`src/rtl/poly_operand_feeder_pkg.sv`:
```
// Shared types and constants for the polynomial operand feeder: state encoding,
// operand slot indices and the data width.
package poly_operand_feeder_pkg;

  localparam int DATA_W  = 8;
  localparam int NUM_OPS = 4;

  typedef logic [DATA_W-1:0] data_t;
  typedef logic [1:0]        op_idx_t;

  // Operands are streamed to the evaluator in this order.
  localparam op_idx_t IDX_A = 2'd0;
  localparam op_idx_t IDX_B = 2'd1;
  localparam op_idx_t IDX_C = 2'd2;
  localparam op_idx_t IDX_X = 2'd3;

  typedef enum logic [2:0] {
    ST_IDLE     = 3'd0,
    ST_DRIVE_LO = 3'd1,
    ST_DRIVE_HI = 3'd2,
    ST_EVAL     = 3'd3,
    ST_HOLD     = 3'd4
  } state_e;

  function automatic int max3(input int a, input int b, input int c);
    int m;
    m = (a > b) ? a : b;
    return (m > c) ? m : c;
  endfunction

endpackage

```
`src/rtl/poly_operand_feeder_if.sv`:
```
// Bundle of the operand input, evaluator-facing and result signals of the feeder.
// slave = feeder side, master = environment side (producer, evaluator, consumer).
interface poly_operand_feeder_if;
  import poly_operand_feeder_pkg::*;

  // Operand set: transfer on a rising edge with in_valid && in_ready.
  // Result: transfer on a rising edge with res_valid && res_ready; res_valid holds until then.
  logic  in_valid;
  logic  in_ready;
  data_t in_a;
  data_t in_b;
  data_t in_c;
  data_t in_x;

  data_t ev_data_in;
  logic  ev_go;
  data_t ev_result;

  logic  res_valid;
  logic  res_ready;
  data_t res_data;

  logic  busy;

  modport slave (
    input  in_valid, in_a, in_b, in_c, in_x, ev_result, res_ready,
    output in_ready, ev_data_in, ev_go, res_valid, res_data, busy
  );

  modport master (
    output in_valid, in_a, in_b, in_c, in_x, ev_result, res_ready,
    input  in_ready, ev_data_in, ev_go, res_valid, res_data, busy
  );

endinterface

```
`src/rtl/poly_operand_feeder_phase_counter.sv`:
```
// Loadable down-counter with a zero flag; times the low, high and eval phases.
module poly_operand_feeder_phase_counter #(
  parameter int W = 4
) (
  input  logic         clk,
  input  logic         reset,
  input  logic         load,
  input  logic [W-1:0] load_val,
  input  logic         dec,
  output logic [W-1:0] count,
  output logic         zero
);

  logic [W-1:0] cnt_d;
  logic [W-1:0] cnt_q;

  // Load wins over decrement; decrement saturates at zero so the counter never wraps.
  always_comb begin
    cnt_d = cnt_q;
    if (load) begin
      cnt_d = load_val;
    end else if (dec && (cnt_q != '0)) begin
      cnt_d = cnt_q - 1'b1;
    end
  end

  always_ff @(posedge clk or posedge reset) begin
    if (reset) begin
      cnt_q <= '0;
    end else begin
      cnt_q <= cnt_d;
    end
  end

  assign count = cnt_q;
  assign zero  = (cnt_q == '0);

endmodule

```
`src/rtl/poly_operand_feeder.sv`:
```
// Latches an A/B/C/x operand set, strobes it word by word into a polynomial
// evaluator, waits out the evaluator latency and holds the captured result.
module poly_operand_feeder
  import poly_operand_feeder_pkg::*;
#(
  parameter int GO_LOW_CYCLES  = 2,
  parameter int GO_HIGH_CYCLES = 2,
  parameter int EVAL_LATENCY   = 8
) (
  input  logic                 clk,
  input  logic                 reset,
  output logic                 ev_resetn,
  output state_e               dbg_state,
  poly_operand_feeder_if.slave bus
);

  localparam int CNT_MAX = max3(GO_LOW_CYCLES, GO_HIGH_CYCLES, EVAL_LATENCY);
  localparam int CNT_W   = $clog2(CNT_MAX + 1);

  // Each phase loads N-1 and leaves on the cycle the counter reads zero: N cycles total.
  localparam logic [CNT_W-1:0] LO_LOAD   = CNT_W'(GO_LOW_CYCLES - 1);
  localparam logic [CNT_W-1:0] HI_LOAD   = CNT_W'(GO_HIGH_CYCLES - 1);
  localparam logic [CNT_W-1:0] EVAL_LOAD = CNT_W'(EVAL_LATENCY - 1);

  state_e  state_d, state_q;
  op_idx_t idx_d, idx_q;
  data_t   ops_d [NUM_OPS];
  data_t   ops_q [NUM_OPS];
  data_t   res_data_d, res_data_q;
  data_t   ev_data_d, ev_data_q;
  logic    ev_go_d, ev_go_q;
  logic    res_valid_d, res_valid_q;
  logic    busy_d, busy_q;

  logic             cnt_load;
  logic [CNT_W-1:0] cnt_load_val;
  logic             cnt_dec;
  logic [CNT_W-1:0] cnt_value;
  logic             cnt_zero;

  poly_operand_feeder_phase_counter #(
    .W (CNT_W)
  ) u_phase_counter (
    .clk      (clk),
    .reset    (reset),
    .load     (cnt_load),
    .load_val (cnt_load_val),
    .dec      (cnt_dec),
    .count    (cnt_value),
    .zero     (cnt_zero)
  );

  always_comb begin
    state_d      = state_q;
    idx_d        = idx_q;
    ops_d        = ops_q;
    res_data_d   = res_data_q;
    cnt_load     = 1'b0;
    cnt_load_val = '0;
    cnt_dec      = 1'b0;

    case (state_q)
      ST_IDLE: begin
        if (bus.in_valid) begin
          ops_d[IDX_A] = bus.in_a;
          ops_d[IDX_B] = bus.in_b;
          ops_d[IDX_C] = bus.in_c;
          ops_d[IDX_X] = bus.in_x;
          idx_d        = IDX_A;
          state_d      = ST_DRIVE_LO;
          cnt_load     = 1'b1;
          cnt_load_val = LO_LOAD;
        end
      end
      ST_DRIVE_LO: begin
        if (cnt_zero) begin
          state_d      = ST_DRIVE_HI;
          cnt_load     = 1'b1;
          cnt_load_val = HI_LOAD;
        end else begin
          cnt_dec = 1'b1;
        end
      end
      ST_DRIVE_HI: begin
        if (cnt_zero) begin
          cnt_load = 1'b1;
          if (idx_q == IDX_X) begin
            state_d      = ST_EVAL;
            cnt_load_val = EVAL_LOAD;
          end else begin
            idx_d        = idx_q + 2'd1;
            state_d      = ST_DRIVE_LO;
            cnt_load_val = LO_LOAD;
          end
        end else begin
          cnt_dec = 1'b1;
        end
      end
      ST_EVAL: begin
        if (cnt_zero) begin
          res_data_d = bus.ev_result;
          state_d    = ST_HOLD;
        end else begin
          cnt_dec = 1'b1;
        end
      end
      ST_HOLD: begin
        if (bus.res_ready) begin
          state_d = ST_IDLE;
        end
      end
      default: begin
        state_d = ST_IDLE;
      end
    endcase

    // Outputs are registered from next-state so they line up with state_q.
    ev_go_d     = (state_d == ST_DRIVE_HI);
    ev_data_d   = ((state_d == ST_DRIVE_LO) || (state_d == ST_DRIVE_HI)) ? ops_d[idx_d] : '0;
    res_valid_d = (state_d == ST_HOLD);
    busy_d      = (state_d != ST_IDLE);
  end

  always_ff @(posedge clk or posedge reset) begin
    if (reset) begin
      state_q     <= ST_IDLE;
      idx_q       <= IDX_A;
      for (int i = 0; i < NUM_OPS; i++) begin
        ops_q[i] <= '0;
      end
      res_data_q  <= '0;
      ev_data_q   <= '0;
      ev_go_q     <= 1'b0;
      res_valid_q <= 1'b0;
      busy_q      <= 1'b0;
    end else begin
      state_q     <= state_d;
      idx_q       <= idx_d;
      ops_q       <= ops_d;
      res_data_q  <= res_data_d;
      ev_data_q   <= ev_data_d;
      ev_go_q     <= ev_go_d;
      res_valid_q <= res_valid_d;
      busy_q      <= busy_d;
    end
  end

  // Evaluator shares our reset so an aborted set leaves no stale state behind.
  assign ev_resetn      = ~reset;
  assign dbg_state      = state_q;
  assign bus.in_ready   = (state_q == ST_IDLE);
  assign bus.ev_go      = ev_go_q;
  assign bus.ev_data_in = ev_data_q;
  assign bus.res_valid  = res_valid_q;
  assign bus.res_data   = res_data_q;
  assign bus.busy       = busy_q;

endmodule

```
`src/flat_wrapper.sv`:
```
// flat-port wrapper written by rule: the top's interface ports become plain ports
module poly_operand_feeder_flat import poly_operand_feeder_pkg::*;
#(
  parameter int GO_LOW_CYCLES  = 2,
  parameter int GO_HIGH_CYCLES = 2,
  parameter int EVAL_LATENCY   = 8
)
  (clk, reset, ev_resetn, dbg_state, bus_in_valid, bus_in_a, bus_in_b, bus_in_c, bus_in_x, bus_ev_result, bus_res_ready, bus_in_ready, bus_ev_data_in, bus_ev_go, bus_res_valid, bus_res_data, bus_busy);
  poly_operand_feeder_if bus_i ();
  input  logic clk;
  input  logic reset;
  output logic ev_resetn;
  output state_e dbg_state;
  input wire logic [$bits(bus_i.in_valid)-1:0] bus_in_valid;
  input wire logic [$bits(bus_i.in_a)-1:0] bus_in_a;
  input wire logic [$bits(bus_i.in_b)-1:0] bus_in_b;
  input wire logic [$bits(bus_i.in_c)-1:0] bus_in_c;
  input wire logic [$bits(bus_i.in_x)-1:0] bus_in_x;
  input wire logic [$bits(bus_i.ev_result)-1:0] bus_ev_result;
  input wire logic [$bits(bus_i.res_ready)-1:0] bus_res_ready;
  output wire logic [$bits(bus_i.in_ready)-1:0] bus_in_ready;
  output wire logic [$bits(bus_i.ev_data_in)-1:0] bus_ev_data_in;
  output wire logic [$bits(bus_i.ev_go)-1:0] bus_ev_go;
  output wire logic [$bits(bus_i.res_valid)-1:0] bus_res_valid;
  output wire logic [$bits(bus_i.res_data)-1:0] bus_res_data;
  output wire logic [$bits(bus_i.busy)-1:0] bus_busy;
  assign bus_i.in_valid = bus_in_valid;
  assign bus_i.in_a = bus_in_a;
  assign bus_i.in_b = bus_in_b;
  assign bus_i.in_c = bus_in_c;
  assign bus_i.in_x = bus_in_x;
  assign bus_i.ev_result = bus_ev_result;
  assign bus_i.res_ready = bus_res_ready;
  assign bus_in_ready = bus_i.in_ready;
  assign bus_ev_data_in = bus_i.ev_data_in;
  assign bus_ev_go = bus_i.ev_go;
  assign bus_res_valid = bus_i.res_valid;
  assign bus_res_data = bus_i.res_data;
  assign bus_busy = bus_i.busy;
  poly_operand_feeder #(.GO_LOW_CYCLES(GO_LOW_CYCLES), .GO_HIGH_CYCLES(GO_HIGH_CYCLES), .EVAL_LATENCY(EVAL_LATENCY)) u_core (.clk(clk), .reset(reset), .ev_resetn(ev_resetn), .dbg_state(dbg_state), .bus(bus_i));
endmodule
```
`config.mk`:
```
export PLATFORM = sky130hd
export DESIGN_NAME = poly_operand_feeder_flat
export DESIGN_NICKNAME = d
export VERILOG_FILES = /design/src/rtl/poly_operand_feeder_pkg.sv /design/src/rtl/poly_operand_feeder_if.sv /design/src/rtl/poly_operand_feeder_phase_counter.sv /design/src/rtl/poly_operand_feeder.sv /design/src/flat_wrapper.sv
export SDC_FILE = /design/constraint.sdc
export NUM_CORES = 1
export LEC_CHECK = 0
export BUFFER_PORTS_ARGS = -buffer_cell sky130_fd_sc_hd__buf_2
export CAP_MARGIN = 20
export CORE_MARGIN = 3
export CORE_UTILIZATION = 54
export CTS_BUF_LIST = sky130_fd_sc_hd__clkbuf_2 sky130_fd_sc_hd__clkbuf_4 sky130_fd_sc_hd__clkbuf_8
export DETAILED_ROUTE_END_ITERATION = 10
export PLACE_DENSITY = 0.87
export SYNTH_ARGS = -nofsm -noshare
export SYNTH_HDL_FRONTEND = slang
export SYNTH_SLANG_ARGS = --single-unit
```
`constraint.sdc`:
```
create_clock -name clk -period 3.9 [get_ports clk]
set_input_delay 0.195 -clock clk [delete_from_list [all_inputs] [get_ports clk]]
set_output_delay 0.195 -clock clk [all_outputs]
set_load 0.02 [all_outputs]
```
==> results.yml <==
run_status:
  run_status: "complete, no violations"
cts:
  numCtsBuffers: 9
  cts.clk_slew.worst_paths_ns: 0.06
  cts.path.max_buffers: 2
  ctsHoldBuffers: 0
  clkSinkCount: 60
  cts_root_buffer: "clkbuf_8"
  cts_resized: 0
  clkLatencyLatePin_ns: 0.34
  cts_tree: "done"
  h-tree-depth: 3
  postCtsSetupBuffers: 0
sta:
  finalCritPeriodShare_pct: 65.1
  tightestPinTransition_ns: 0.723
  finalSetupViolations: 0
  finalCriticalPeriod_ns: 2.54
  tns_ns: 0
  fin_skew_ns: 0.00387
  grt_setup_unrepaired: "false"
  drv_slew: 0
  hold_violations: 0
  max-slew-margin-rel_pct: 51.8
  max_freq_ghz: 0.394
power:
  power_density_nw_per_um2: 875
  vdd_drop_max_v: 0.000444
  power_leakage_nw: 1.52
  finalPower_w: 0.00286
critical_path:
  cp_top_family: "simple AND/OR/NAND/NOR gates"
  start_kind: "flip-flop"
  critPathSlowestCell: "dfrtp_1"
  cp.required_ns: 4.16
  max_stage_delay_ns: 0.60
  crit_path_max_fanout: 34
  critPathArrivalTime_ns: 2.79
  crit_chain: "nor4b_4 -> buf_4 -> a2bb2oi_2 -> and3_1 -> a221oi_1 -> a21oi_1"
  path_buf_inv: 1
  end_kind: "flip-flop"
  path_class: "flip-flop to flip-flop"
synthesis:
  yosysWarnings: 0
  synth-edff-count: 0
  ys_top_cells_by_area: "dfrtp_1 (55%), mux2_2 (11%), mux2_1 (3.7%), mux2_4 (2.8%), a32oi_1 (2.6%)"
  ys_seq_area_share_pct: 55.1
  synth_top_area_share_pct: 55.1
  ys_top_cells_by_count: "dfrtp_1 (60), mux2_2 (26), a21oi_1 (13), mux2_1 (9), nand2_1 (9)"
  yosysMostFrequentCell: "dfrtp_1"
  postSynthCellCount: 204
  synth_fp_nets: 249
  syn_avg_cell_area_um2: 13.4
  synth_ff_type: "dfrtp_1"
  synthArstFlopShare_pct: 100
  netlist_area_um2: 2730
  ys_types: 38
  yosysTopAreaCell: "dfrtp_1"
  synth_seq_cells: 60
grt:
  grt_max_degree: 62
  grt_pass1_vias: 1915
  grt_use_total_pct: 19.8
  grt_overflow: 0
  grt_pass1_wl_mm: 9.01
  antenna_found_initial: 0
route:
  viasPerCell: 5.44
  wire_per_inst_um: 15.7
  wl_mm: 5.40
  drtPass1Iterations: 4
  post-route-drc-count: 0
  num_vias: 1873
  drt_iter0_markers: 118
  antenna_left: 0
die:
  die_w_um: 77.1
  die_area_um2: 5940
  start_util_pct: 57.0
  die_y_um: 77.1
  row_count: 25
  core_um2: 4790
  ioPinCount: 68
placed_design:
  io_buffer_count: 67
  dp_hpwl_mm: 3.80
  dpl_cell_area_um2: 3060
  gp_congestion: 0.810
cells_and_area:
  stdcell_area_um2: 3270
  post-route-util_pct: 68.3
  diodes: 0
  n_fill_cell: 353
  layout.nets: 317
  drive_gt1_share_pct: 46.9
  syn2layout_area_growth_pct: 19.9
run:
  maxCapViolations: 0
hold_path:
  hold_path.class: "input pin to async pin"
==> final cells by class <==
class / instances / area, um^2 / share of cell area (%)
clock buffers: 12 / 159 / 4.86
multi-input cells: 125 / 1100 / 33.7
clock inverters: 4 / 47.5 / 1.45
flip-flops and latches: 60 / 1500 / 45.9
inverters: 7 / 26.3 / 0.804
well taps: 67 / 83.8 / 2.57
repair buffers: 69 / 350 / 10.7
==> power breakdown <==
group | switching (W) | internal (W)
Combinational | 0.000655 | 0.000560
Sequential | 0.000153 | 0.000924
Clock | 0.000233 | 0.000335
==> logic make-up after synthesis <==
logic type	after synthesis	synth area share [%]
AO/OA/AOI/OAI	40	11.7
XOR/XNOR	2	0.643
adder cells (fa/ha/maj)	1	0.459
buffers and inverters	19	4.59
flip-flops	60	55.1
multiplexers	42	17.9
AND/OR/NAND/NOR	40	9.64
==> metal layers <==
layer / global-route usage (%) / vias to the layer above / wire [um]
met4: 5.87 / 0 / 51
met3: 6.69 / 7 / 366
met1: 23.8 / 925 / 2150
met5: 0 / - / 0
li1: - / 877 / -
met2: 33.6 / 64 / 2830
==> stage by stage <==
stage                     instances  hold WS, ns  setup slack [ns]
final                           344       0.0549              1.36
after global routing            344       0.0765              1.17
after CTS                       344       0.0771              1.38
after detailed placement        328        0.437              1.38
after global placement          328        0.429              1.55
after floorplan                 204        0.345              1.83
==> worst register-to-register path, cell delays in order, from the launching register on <==
cell	delay, ns
dfrtp_1	0.60
nor4b_4	0.29
buf_4	0.44
a2bb2oi_2	0.19
and3_1	0.56
a221oi_1	0.21
a21oi_1	0.17
==> final timing paths <==
check	cells past startpoint	slack (ns)	end	from
min in group clk	2	0.09	u_core.bus.res_data[0]$_DFFE_PP0P_	bus_ev_result[0]
max in group asynchronous	3	3.37	u_core.ops_q[25]$_DFF_PP0_	reset
min reg2reg	1	0.49	u_core.ops_q[13]$_DFF_PP0_	u_core.ops_q[13]$_DFF_PP0_
max reg2reg	6	1.36	u_core.bus.ev_data_in[4]$_DFF_PP0_	u_core.dbg_state[2]$_DFF_PP0_
min	3	0.05	u_core.ops_q[7]$_DFF_PP0_	reset
max	6	1.36	u_core.bus.ev_data_in[4]$_DFF_PP0_	u_core.dbg_state[2]$_DFF_PP0_
==> sequential cells by signal, summed over array words and instances, names as in the netlist <==
signal / cells
u_core.idx_q: 2
u_core.dbg_state: 3
u_core.bus.ev_data_in: 8
u_core.u_phase_counter.count: 4
u_core.bus.res_data: 8
u_core.bus.ev_go: 1
u_core.bus.res_valid: 1
u_core.ops_q: 32
u_core.bus.busy: 1
==> cell usage in the layout (no fill, tap or decap), drive strengths merged, types with 2 or more instances in the layout <==
master,n
buf,69
inv,7
and2,8
nor3b,2
clkinv,2
nand2,9
a221oi,8
clkbuf,12
mux2i,2
o211ai,2
mux2,40
o21ai,3
nor3,5
nor2b,2
a31o,2
a32oi,8
dfrtp,60
a21oi,14
xnor2,2
nor2,6
Power figures use the tool's default switching activity.
